File: src/rtl/rv32i_pkg.sv
// RV32I encoder shared definitions: mnemonic codes, opcodes,
// funct fields, error codes and small field-lookup helpers.
package rv32i_pkg;

    typedef enum logic [5:0] {
        MN_LUI = 6'd0, MN_AUIPC, MN_JAL, MN_JALR,
        MN_BEQ, MN_BNE, MN_BLT, MN_BGE, MN_BLTU, MN_BGEU,
        MN_LB, MN_LH, MN_LW, MN_LBU, MN_LHU,
        MN_SB, MN_SH, MN_SW,
        MN_ADDI, MN_SLTI, MN_SLTIU, MN_XORI, MN_ORI, MN_ANDI,
        MN_SLLI, MN_SRLI, MN_SRAI,
        MN_ADD, MN_SUB, MN_SLL, MN_SLT, MN_SLTU,
        MN_XOR, MN_SRL, MN_SRA, MN_OR, MN_AND
    } mnem_e;

    localparam logic [5:0] NUM_MNEM = 6'd37;

    localparam logic [6:0] OP_LUI    = 7'h37;
    localparam logic [6:0] OP_AUIPC  = 7'h17;
    localparam logic [6:0] OP_JAL    = 7'h6F;
    localparam logic [6:0] OP_JALR   = 7'h67;
    localparam logic [6:0] OP_BRANCH = 7'h63;
    localparam logic [6:0] OP_LOAD   = 7'h03;
    localparam logic [6:0] OP_STORE  = 7'h23;
    localparam logic [6:0] OP_IMM    = 7'h13;
    localparam logic [6:0] OP_REG    = 7'h33;

    localparam logic [2:0] F3_ADD  = 3'd0;
    localparam logic [2:0] F3_SLL  = 3'd1;
    localparam logic [2:0] F3_SLT  = 3'd2;
    localparam logic [2:0] F3_SLTU = 3'd3;
    localparam logic [2:0] F3_XOR  = 3'd4;
    localparam logic [2:0] F3_SR   = 3'd5;
    localparam logic [2:0] F3_OR   = 3'd6;
    localparam logic [2:0] F3_AND  = 3'd7;

    localparam logic [2:0] F3_BEQ  = 3'd0;
    localparam logic [2:0] F3_BNE  = 3'd1;
    localparam logic [2:0] F3_BLT  = 3'd4;
    localparam logic [2:0] F3_BGE  = 3'd5;
    localparam logic [2:0] F3_BLTU = 3'd6;
    localparam logic [2:0] F3_BGEU = 3'd7;

    localparam logic [2:0] F3_B  = 3'd0;
    localparam logic [2:0] F3_H  = 3'd1;
    localparam logic [2:0] F3_W  = 3'd2;
    localparam logic [2:0] F3_BU = 3'd4;
    localparam logic [2:0] F3_HU = 3'd5;

    localparam logic [6:0] F7_BASE = 7'h00;
    localparam logic [6:0] F7_ALT  = 7'h20;

    localparam logic [1:0] ERR_NONE     = 2'd0;
    localparam logic [1:0] ERR_ILLEGAL  = 2'd1;
    localparam logic [1:0] ERR_RANGE    = 2'd2;
    localparam logic [1:0] ERR_MISALIGN = 2'd3;

    function automatic logic [2:0] funct3_of(input logic [5:0] m);
        logic [2:0] f;
        f = 3'd0;
        case (m)
            MN_BEQ:   f = F3_BEQ;
            MN_BNE:   f = F3_BNE;
            MN_BLT:   f = F3_BLT;
            MN_BGE:   f = F3_BGE;
            MN_BLTU:  f = F3_BLTU;
            MN_BGEU:  f = F3_BGEU;
            MN_LB, MN_SB:  f = F3_B;
            MN_LH, MN_SH:  f = F3_H;
            MN_LW, MN_SW:  f = F3_W;
            MN_LBU:   f = F3_BU;
            MN_LHU:   f = F3_HU;
            MN_SLTI, MN_SLT:   f = F3_SLT;
            MN_SLTIU, MN_SLTU: f = F3_SLTU;
            MN_XORI, MN_XOR:   f = F3_XOR;
            MN_ORI, MN_OR:     f = F3_OR;
            MN_ANDI, MN_AND:   f = F3_AND;
            MN_SLLI, MN_SLL:   f = F3_SLL;
            MN_SRLI, MN_SRAI, MN_SRL, MN_SRA: f = F3_SR;
            default:  f = F3_ADD;
        endcase
        return f;
    endfunction

    function automatic logic [6:0] funct7_of(input logic [5:0] m);
        return (m == MN_SUB || m == MN_SRA || m == MN_SRAI)
            ? F7_ALT : F7_BASE;
    endfunction

endpackage

File: src/rtl/inst_fifo.sv
// Small synchronous FIFO holding {addr, inst} pairs.
// The head reads as zero whenever the FIFO is empty.
module inst_fifo #(
    parameter int DEPTH = 2,
    parameter int W     = 64
) (
    input  logic                   clk,
    input  logic                   rst_n,
    input  logic                   flush,
    input  logic                   push,
    input  logic                   pop,
    input  logic [W-1:0]           wdata,
    output logic [W-1:0]           rdata,
    output logic [$clog2(DEPTH):0] count
);

    localparam int PW = $clog2(DEPTH);

    logic [W-1:0]  r_mem [DEPTH];
    logic [PW-1:0] r_wptr;
    logic [PW-1:0] r_rptr;
    logic [PW:0]   r_count;

    always_ff @(posedge clk) begin
        if (!rst_n || flush) begin
            r_wptr  <= '0;
            r_rptr  <= '0;
            r_count <= '0;
        end else begin
            if (push) r_wptr <= r_wptr + 1'b1;
            if (pop)  r_rptr <= r_rptr + 1'b1;
            case ({push, pop})
                2'b10:   r_count <= r_count + 1'b1;
                2'b01:   r_count <= r_count - 1'b1;
                default: r_count <= r_count;
            endcase
        end
    end

    always_ff @(posedge clk) begin
        if (push) r_mem[r_wptr] <= wdata;
    end

    assign rdata = (r_count != '0) ? r_mem[r_rptr] : '0;
    assign count = r_count;

endmodule

File: src/rtl/rv32i_inst_encoder.sv
// RV32I instruction encoder with field checking, an address
// counter and a small output FIFO for the program-load path.
module rv32i_inst_encoder
    import rv32i_pkg::*;
#(
    parameter int                 DEPTH     = 2,
    parameter int                 ADDR_W    = 32,
    parameter logic [ADDR_W-1:0]  BASE_ADDR = '0
) (
    input  logic              clk,
    input  logic              rst_n,
    input  logic              restart,
    input  logic              in_valid,
    output logic              in_ready,
    input  logic [5:0]        mnem,
    input  logic [4:0]        rd,
    input  logic [4:0]        rs1,
    input  logic [4:0]        rs2,
    input  logic [31:0]       imm,
    output logic              out_valid,
    input  logic              out_ready,
    output logic [31:0]       out_inst,
    output logic [ADDR_W-1:0] out_addr,
    output logic              err_valid,
    output logic [1:0]        err_code,
    output logic [7:0]        err_count
);

    localparam int CW = $clog2(DEPTH) + 1;

    logic signed [31:0] w_simm;
    logic               w_fit12;
    logic               w_fit_sh;
    logic               w_fit_b;
    logic               w_fit_j;
    logic [2:0]         w_f3;
    logic [6:0]         w_f7;
    logic [31:0]        w_inst;
    logic               w_illegal;
    logic               w_misal;
    logic               w_range;
    logic [1:0]         w_err;
    logic               w_accept;
    logic               w_push;
    logic               w_drop;
    logic               w_pop;
    logic [CW-1:0]      w_count;
    logic [ADDR_W+31:0] w_head;

    logic [ADDR_W-1:0]  r_addr;
    logic               r_err_valid;
    logic [1:0]         r_err_code;
    logic [7:0]         r_err_count;

    assign w_simm   = $signed(imm);
    assign w_fit12  = (w_simm >= -32'sd2048) && (w_simm <= 32'sd2047);
    assign w_fit_sh = (imm < 32'd32);
    assign w_fit_b  = (w_simm >= -32'sd4096) && (w_simm <= 32'sd4094);
    assign w_fit_j  = (w_simm >= -32'sd1048576)
                   && (w_simm <= 32'sd1048574);
    assign w_f3     = funct3_of(mnem);
    assign w_f7     = funct7_of(mnem);

    always_comb begin
        w_inst    = '0;
        w_illegal = 1'b0;
        w_misal   = 1'b0;
        w_range   = 1'b0;
        case (mnem)
            MN_LUI, MN_AUIPC: begin
                w_inst  = {imm[31:12], rd,
                           (mnem == MN_LUI) ? OP_LUI : OP_AUIPC};
                w_range = |imm[11:0];
            end
            MN_JAL: begin
                w_inst  = {imm[20], imm[10:1], imm[11],
                           imm[19:12], rd, OP_JAL};
                w_misal = imm[0];
                w_range = !w_fit_j;
            end
            MN_JALR: begin
                w_inst  = {imm[11:0], rs1, 3'd0, rd, OP_JALR};
                w_range = !w_fit12;
            end
            MN_BEQ, MN_BNE, MN_BLT, MN_BGE, MN_BLTU, MN_BGEU: begin
                w_inst  = {imm[12], imm[10:5], rs2, rs1, w_f3,
                           imm[4:1], imm[11], OP_BRANCH};
                w_misal = imm[0];
                w_range = !w_fit_b;
            end
            MN_LB, MN_LH, MN_LW, MN_LBU, MN_LHU: begin
                w_inst  = {imm[11:0], rs1, w_f3, rd, OP_LOAD};
                w_range = !w_fit12;
            end
            MN_SB, MN_SH, MN_SW: begin
                w_inst  = {imm[11:5], rs2, rs1, w_f3,
                           imm[4:0], OP_STORE};
                w_range = !w_fit12;
            end
            MN_ADDI, MN_SLTI, MN_SLTIU,
            MN_XORI, MN_ORI, MN_ANDI: begin
                w_inst  = {imm[11:0], rs1, w_f3, rd, OP_IMM};
                w_range = !w_fit12;
            end
            MN_SLLI, MN_SRLI, MN_SRAI: begin
                w_inst  = {w_f7, imm[4:0], rs1, w_f3, rd, OP_IMM};
                w_range = !w_fit_sh;
            end
            MN_ADD, MN_SUB, MN_SLL, MN_SLT, MN_SLTU,
            MN_XOR, MN_SRL, MN_SRA, MN_OR, MN_AND: begin
                w_inst = {w_f7, rs2, rs1, w_f3, rd, OP_REG};
            end
            default: w_illegal = 1'b1;
        endcase
    end

    // Illegal beats misaligned beats out-of-range.
    assign w_err = w_illegal ? ERR_ILLEGAL
                 : w_misal   ? ERR_MISALIGN
                 : w_range   ? ERR_RANGE
                 : ERR_NONE;

    assign in_ready  = (w_count < CW'(DEPTH)) && !restart;
    assign w_accept  = in_valid && in_ready;
    assign w_push    = w_accept && (w_err == ERR_NONE);
    assign w_drop    = w_accept && (w_err != ERR_NONE);
    assign out_valid = (w_count != '0);
    assign w_pop     = out_valid && out_ready;

    inst_fifo #(
        .DEPTH (DEPTH),
        .W     (ADDR_W + 32)
    ) u_fifo (
        .clk   (clk),
        .rst_n (rst_n),
        .flush (restart),
        .push  (w_push),
        .pop   (w_pop),
        .wdata ({r_addr, w_inst}),
        .rdata (w_head),
        .count (w_count)
    );

    always_ff @(posedge clk) begin
        if (!rst_n || restart) begin
            r_addr      <= BASE_ADDR;
            r_err_valid <= 1'b0;
            r_err_code  <= ERR_NONE;
            r_err_count <= '0;
        end else begin
            r_err_valid <= w_drop;
            if (w_push) r_addr <= r_addr + ADDR_W'(4);
            if (w_drop) begin
                r_err_code <= w_err;
                if (r_err_count != 8'hFF)
                    r_err_count <= r_err_count + 8'd1;
            end
        end
    end

    assign out_inst  = w_head[31:0];
    assign out_addr  = w_head[ADDR_W+31:32];
    assign err_valid = r_err_valid;
    assign err_code  = r_err_code;
    assign err_count = r_err_count;

endmodule

File: config.mk
export PLATFORM = sky130hd
export DESIGN_NAME = rv32i_inst_encoder
export DESIGN_NICKNAME = d
export VERILOG_FILES = /design/src/rtl/rv32i_pkg.sv /design/src/rtl/inst_fifo.sv /design/src/rtl/rv32i_inst_encoder.sv
export SDC_FILE = /design/constraint.sdc
export NUM_CORES = 1
export LEC_CHECK = 0
export ABC_AREA = 0
export BUFFER_PORTS_ARGS = -buffer_cell sky130_fd_sc_hd__buf_4
export CAP_MARGIN = 20
export CELL_PAD_IN_SITES_DETAIL_PLACEMENT = 0
export CELL_PAD_IN_SITES_GLOBAL_PLACEMENT = 1
export CORE_MARGIN = 8
export CORE_UTILIZATION = 45
export DETAILED_ROUTE_END_ITERATION = 10
export GPL_ROUTABILITY_DRIVEN = 0
export PLACE_DENSITY = 0.82
export REMOVE_ABC_BUFFERS = 1
export SYNTH_ARGS = -nofsm -noshare
export SYNTH_HDL_FRONTEND = slang
export SYNTH_HIERARCHICAL = 1
export SYNTH_SLANG_ARGS = --single-unit
File: constraint.sdc
create_clock -name clk -period 6.7 [get_ports clk]
set_input_delay 0 -clock clk [delete_from_list [all_inputs] [get_ports clk]]
set_output_delay 0 -clock clk [all_outputs]
set_load 0.01 [all_outputs]
Yosys cells after proc, flatten, opt, wreduce, memory -nomap -nowiden

Memory sizes are Yosys's and may differ from the RTL's. A register that Yosys moved wholly into a read port is not among the register bits.
Cells that the tools add are included.

Flip-flop bits (word level): 47
Bits in read-only memories: 192
Output and inout bits: 77
Input bits: 58
RAM bits: 128
Memories: 2

Memory list:

| name            | depth | width | read ports | clocked after Yosys merged registers in | write ports | RTL line        | text |
|---|---|---|---|---|---|---|---|
| (no name shown) | 64    | 3     | 1          | 0                                       | 0           | rv32i_pkg.sv:61 | `case (m)` |
| u_fifo.r_mem    | 2     | 64    | 1          | 1                                       | 1           | inst_fifo.sv:19 | `logic [W-1:0] r_mem [DEPTH];` |

Muxes and demuxes: 14
Eq/ne operators: 39
Magnitude comparators: 8
$add $sub $neg: 6
Reduce and logical (&&, ||, !) cells: 34

Operators by type and width:

| operator                                                         | count |
|---|---|
| case mux 32 bit (9 select lines)                                 | 1 |
| == test 6 x 5 -> 1 bit, second input constant                    | 16 |
| two-way mux 64 bit                                               | 1 |
| == test 6 x 4 -> 1 bit, second input constant                    | 8 |
| OR reduction 37 bit                                              | 1 |
| adder 32 x 3 -> 32 bit, second input constant                    | 1 |
| >= comparator 32 x 12 -> 1 bit, second input constant            | 1 |
| >= comparator 32 x 13 -> 1 bit, second input constant            | 1 |
| >= comparator 32 x 21 -> 1 bit, second input constant            | 1 |
| less-or-equal comparator 32 x 12 -> 1 bit, second input constant | 1 |
| less-or-equal comparator 32 x 13 -> 1 bit, second input constant | 1 |
| less-or-equal comparator 32 x 21 -> 1 bit, second input constant | 1 |
| < comparator 32 x 6 -> 1 bit, second input constant              | 1 |
| == test 6 bit, second input constant                             | 5 |
| == test 6 x 3 -> 1 bit, second input constant                    | 4 |
| OR reduction 15 bit                                              | 1 |
| == test 6 x 2 -> 1 bit, second input constant                    | 2 |
| two-way mux 6 bit                                                | 2 |
| OR reduction 12 bit                                              | 1 |
| OR reduction 6 bit                                               | 2 |
| OR reduction 10 bit                                              | 1 |
| adder 8 x 1 -> 8 bit, second input constant                      | 1 |
| logical AND 1 bit                                                | 8 |
| != test 8 bit, second input constant                             | 1 |
| other kinds (21)                                                 | 38 |

Depth between registers and ports, before layout

Depth in word-level cells: 11
Mapped depth: 16

Hierarchy

The synthesis kept the hierarchy.

Modules (own cells, without submodules):

| module             | area each (um^2) | cells each | seq. area each (um^2) | times used |
|---|---|---|---|---|
| inst_fifo          | 5009.8           | 291        | 3943.8                | 1 |
| rv32i_inst_encoder | 3704.8           | 480        | 820.8                 | 1 |

Least setup slack after synthesis

Ideal clock, no wire load.

Kind: input port to flip-flop
Start: input port mnem[0]
End: memory u_fifo.r_mem[0][0], enable pin
Path buffers: 1
Data required time: 6213 ps
Stages on the path: 11
Slack: 1456 ps
Data arrival time: 4757 ps
Cell sequence: inv_1 > ha_1 > buf_6 > nor4_1 > o22ai_1 > o211ai_1 > o31a_1 > nand4_1 > nor3_1 > inv_1 > nor2_1

Longest elaborated chain between the ends: 10
Elaborated cells between the ends (all ways): 52
Those cells by class: 36 x eq/ne; 7 x mux; 9 x reduce/logical

RTL lines:

| element                                                      | RTL line                  | text |
|---|---|---|
| start, declared                                              | rv32i_inst_encoder.sv:15  | `input logic [5:0] mnem,` |
| == test 6 x 5 -> 1 bit (tied with other cells)               | rv32i_inst_encoder.sv:69  | `case (mnem)` |
| OR reduction 15 bit (no source line) (tied with other cells) | n/a                       |  |
| case mux 1 bit (5 select lines)                              | rv32i_inst_encoder.sv:69  |  |
| two-way mux 2 bit                                            | rv32i_inst_encoder.sv:120 | `: w_range ? ERR_RANGE` |
| two-way mux 2 bit                                            | rv32i_inst_encoder.sv:119 | `: w_misal ? ERR_MISALIGN` |
| two-way mux 2 bit (*)                                        | rv32i_inst_encoder.sv:118 | `assign w_err = w_illegal ? ERR_ILLEGAL` |
| zero test 2 bit (*)                                          | rv32i_inst_encoder.sv:125 | `assign w_push = w_accept && (w_err == ERR_NONE);` |
| logical AND 1 bit (*)                                        | rv32i_inst_encoder.sv:125 |  |
| net w_push                                                   | rv32i_inst_encoder.sv:44  | `logic w_push;` |
| two-way mux 1 bit (*)                                        | inst_fifo.sv:41           | `if (push) r_mem[r_wptr] <= wdata;` |
| two-way mux 1 bit (not written as such) (*)                  | inst_fifo.sv:41           |  |
| end, declared                                                | inst_fifo.sv:19           |  |

The timed path passes the listed nets; every way through them passes the cells marked *.

Final worst setup path

Start: input port imm[1]
End: memory u_fifo.r_mem[0][4], enable pin

Longest elaborated chain between the ends: 11
Elaborated cells between the ends (all ways): 23
Those cells by class: 7 x order compare; 6 x mux; 10 x reduce/logical

RTL lines:

| element                                                | RTL line                                                                     | text |
|---|---|---|
| start, declared                                        | rv32i_inst_encoder.sv:19                                                     | `input logic [31:0] imm,` |
| >= comparator 32 x 12 -> 1 bit (tied with other cells) | rv32i_inst_encoder.sv:56                                                     | `assign w_fit12 = (w_simm >= -32'sd2048) && (w_simm <= 32'sd2047);` |
| logical AND 1 bit (on tied branches)                   | rv32i_inst_encoder.sv:56, rv32i_inst_encoder.sv:58, rv32i_inst_encoder.sv:60 |  |
| zero test 1 bit (on tied branches)                     | n/a                                                                          |  |
| case mux 1 bit (5 select lines) (*)                    | rv32i_inst_encoder.sv:69                                                     |  |
| two-way mux 2 bit (*)                                  | rv32i_inst_encoder.sv:120                                                    |  |
| two-way mux 2 bit (*)                                  | rv32i_inst_encoder.sv:119                                                    |  |
| two-way mux 2 bit (*)                                  | rv32i_inst_encoder.sv:118                                                    |  |
| zero test 2 bit (*)                                    | rv32i_inst_encoder.sv:125                                                    |  |
| logical AND 1 bit (*)                                  | rv32i_inst_encoder.sv:125                                                    |  |
| net w_push                                             | rv32i_inst_encoder.sv:44                                                     |  |
| two-way mux 1 bit (*)                                  | inst_fifo.sv:41                                                              |  |
| two-way mux 1 bit (not written as such) (*)            | inst_fifo.sv:41                                                              |  |

Marked as above.

==> metrics.cfg <==
[status]
status = finished, final reports clean

[cts]
cts-root-buf = clkbuf_16
cts_buffers = 17
h-tree-depth = 4
cts_tree = done
worstSkewPairLatency_ns = 0.42
clockBufferDepth = 2
post_cts_resized = 0
clk_pin_slew_ns = 0.06
numClockSinks = 174

[finish]
nNetsFinal = 1003
final_common_cell = buf_4
diodes = 0
syn2layout_area_growth_pct = 25.1
fillCellCount = 1640
seq_area_um2 = 4770
fin_cells = 1213
drive_gt1_share_pct = 21.0
multi_input_area_um2 = 3640
layout_common_cells = buf_4, edfxtp_1, mux2i_1

[setup_path]
start_kind = input pin
path_buf_inv = 4
r2r_slack_ns = 2.97
rr_endpoint = u_fifo/r_mem[0][4]$_DFFE_PP_
worst-setup-path-type = input pin to register
crit_chain = dlygate4sd3_1 > buf_4 > or4_1 > o31ai_1 > o31a_1 > nand4_1 > nor3_1 > inv_1 > nor2_4 > buf_4
critPathMaxStageDelay_ns = 0.89
cp-startpoint = imm[1]
crit_family = simple AND/OR/NAND/NOR gates
crit_top_cell = buf_4
crit_slowest_cell = nor3_1
end_kind = register
cp_data_required_time_ns = 6.77
reg2reg_depth = 6
arrival_ns = 4.70
r2r_start = u_fifo/count[1]$_SDFFE_PP0P_
critPathMaxFanout = 33

[timing]
setup_tns_ns = 0
skew_ns = 0.00988
setup_violations = 0
post-route-period-util_pct = 69.1
worst_pin_slew_ns = 0.938
hold_viol_final = 0
rsz0062_at_grt = no
fin_crit_ns = 4.63
slew_viol_final = 0
slew_headroom_pct = 37.3
clock.fmax_ghz = 0.216

[min_path]
holdPathStages = 4
worstHoldStart = out_ready
hold_class = input pin to register

[floorplanning]
num_rows = 51
die_h_um = 155
die_w_um = 155
start_util_pct = 45.4
pin_count = 135
core_area_um2 = 19200
die_area_um2 = 24100

[synthesis]
syn_inst = 771
ys_ff_latch = 174
synthFlopType = edfxtp_1
synth_cell_types = 75
ys_warn_count = 6
synth-seq-area-share_pct = 54.7
synth-async-reset-ratio_pct = 0
avgSynthCellArea_um2 = 11.3
syn-cell-area_um2 = 8710
synth_edf_count = 128

[placement]
dp_hpwl_um = 15200
portBuffers = 134
place_inst = 1131

[grt]
grt_usage_pct = 18.0
grt_pass1_vias = 6434
gr-total-overflow = 0
grt_max_degree = 67
grt_antenna_before_repair = 0
grt_first_pass_wirelength_um = 34300

[routing]
antenna_left = 0
routedWlPerCell_um = 17.8
vias = 6589
first_pass_iters = 5
drc_errors = 0
viasPerCell = 5.43
routed_wl_um = 21600
drt_iter0_drc = 474

[flow_run]
drv_cap = 0

[power]
p_sw_share_pct = 24.2
power_density_nw_per_um2 = 213
pwr-share-comb_pct = 10.9
intPower_mw = 1.76
p_sw_mw = 0.560
worst_ir_drop_vdd_v = 0.000154
seq_power_share_pct = 50.6
pwr-share-clk_pct = 38.5
p_leak_nw = 3.95

[metal layers]
layer  global-route usage, %  vias up  wire length [um]
met3                    3.55       34               944
met1                    21.9     3194              9260
met4                    7.79        0               558
li1                        -     3195                 -
met2                    30.5      166             10800
met5                       0        -                 0
[power by group through the flow]
stage / combinational [mW] / sequential [mW] / clock [mW]
global placement: 0.215 / 1.20 / 0
CTS: 0.249 / 1.18 / 0.909
global route: 0.272 / 1.17 / 0.961
floorplan: 0.120 / 1.20 / 0
finish: 0.253 / 1.17 / 0.894
detailed placement: 0.218 / 1.20 / 0
[sequential cells by signal (all words and copies together) (netlist names), named ones only]
register	flops
u_fifo/r_mem	128
err_count	8
err_code	2
u_fifo/count	2
u_fifo/r_rptr	1
u_fifo/r_wptr	1
err_valid	1
r_addr	30
[how the worst max path moves through the flow]
stage / end / slack (ns) / cells past startpoint
after floorplan: u_fifo/r_mem[0][0]$_DFFE_PP_ / 1.24 / 10
after global placement: u_fifo/r_mem[0][19]$_DFFE_PP_ / 1.87 / 12
after detailed placement: u_fifo/r_mem[0][17]$_DFFE_PP_ / 1.79 / 12
after CTS: u_fifo/r_mem[0][2]$_DFFE_PP_ / 2.09 / 10
after global routing: u_fifo/r_mem[0][2]$_DFFE_PP_ / 1.68 / 12
final: u_fifo/r_mem[0][4]$_DFFE_PP_ / 2.07 / 10
[final cells by class]
cell class,instances,share of cell area (%)
Inverter,14,0.505
Clock inverter,13,0.987
Multi-Input combinational cell,539,33.4
Sequential cell,174,43.7
Timing Repair Buffer,189,14.3
Clock buffer,19,3.97
Tap cell,265,3.04
[what timing repair did]
| item | CTS | global route |
|---|---|---|
| hold endpoints to repair | 53 | 0 |
| hold buffers | 49 | 0 |
| buffers inserted | 0 | 0 |
| setup endpoints to repair | 0 | 0 |
[cell usage after synthesis (3+ instances only)]
library cell	count	area, um^2
a21oi_1	14	70.1
a222oi_1	5	50.1
a22o_1	11	96.3
a22o_2	4	40.0
a31o_1	5	43.8
a31oi_1	6	37.5
and2_1	7	43.8
and3_1	11	68.8
and4_1	5	43.8
buf_2	14	70.1
buf_4	10	75.1
buf_6	7	78.8
clkbuf_1	15	56.3
dfxtp_1	46	921
edfxtp_1	128	3840
ha_1	10	125
inv_1	13	48.8
mux2i_1	98	981
nand2_1	68	255
nand2b_1	37	231
nand3_1	24	120
nand4_1	29	181
nor2_1	90	338
nor2b_1	4	25.0
nor3_1	13	65.1
nor3b_1	4	30.0
nor4_1	13	81.3
o211ai_1	4	30.0
o21ai_0	8	40.0
o31a_1	4	35.0
o31ai_1	3	22.5
or2_2	4	25.0
xnor2_1	4	35.0
[kinds of logic (layout without fill, tap and decap cells)]
group	count (synthesis)	count (layout)	synth area share, %
AOI/OAI and AO/OA	90	90	8.18
other	1	4	0.0430
DFF	174	174	54.7
and+or+nand+nor	331	331	19.8
xor gates and xnor gates	5	5	0.502
buffers and inverters	61	235	3.89
adders and majority gates	10	10	1.44
muxes	99	99	11.5
[stage by stage]
step	setup WS [ns]	util [%]	hold WS [ns]	instance area (um^2)	total power, mW
final	2.07	56.8	0.00265	10900	2.32
after global routing	1.68	56.8	0.0109	10900	2.41
after CTS	2.09	56.6	0.0000746	10900	2.33
after detailed placement	1.79	51.2	0.308	9840	1.42
after global placement	1.87	51.2	0.311	9840	1.41
after floorplan	1.24	-	0.0594	8440	1.32
[worst min-delay path: stages]
cell and delay [ns]:
buf_4 0.07, and2_1 0.15, xnor2_1 0.09, nor2_1 0.07
No activity file was read; power rests on OpenSTA's default activity.
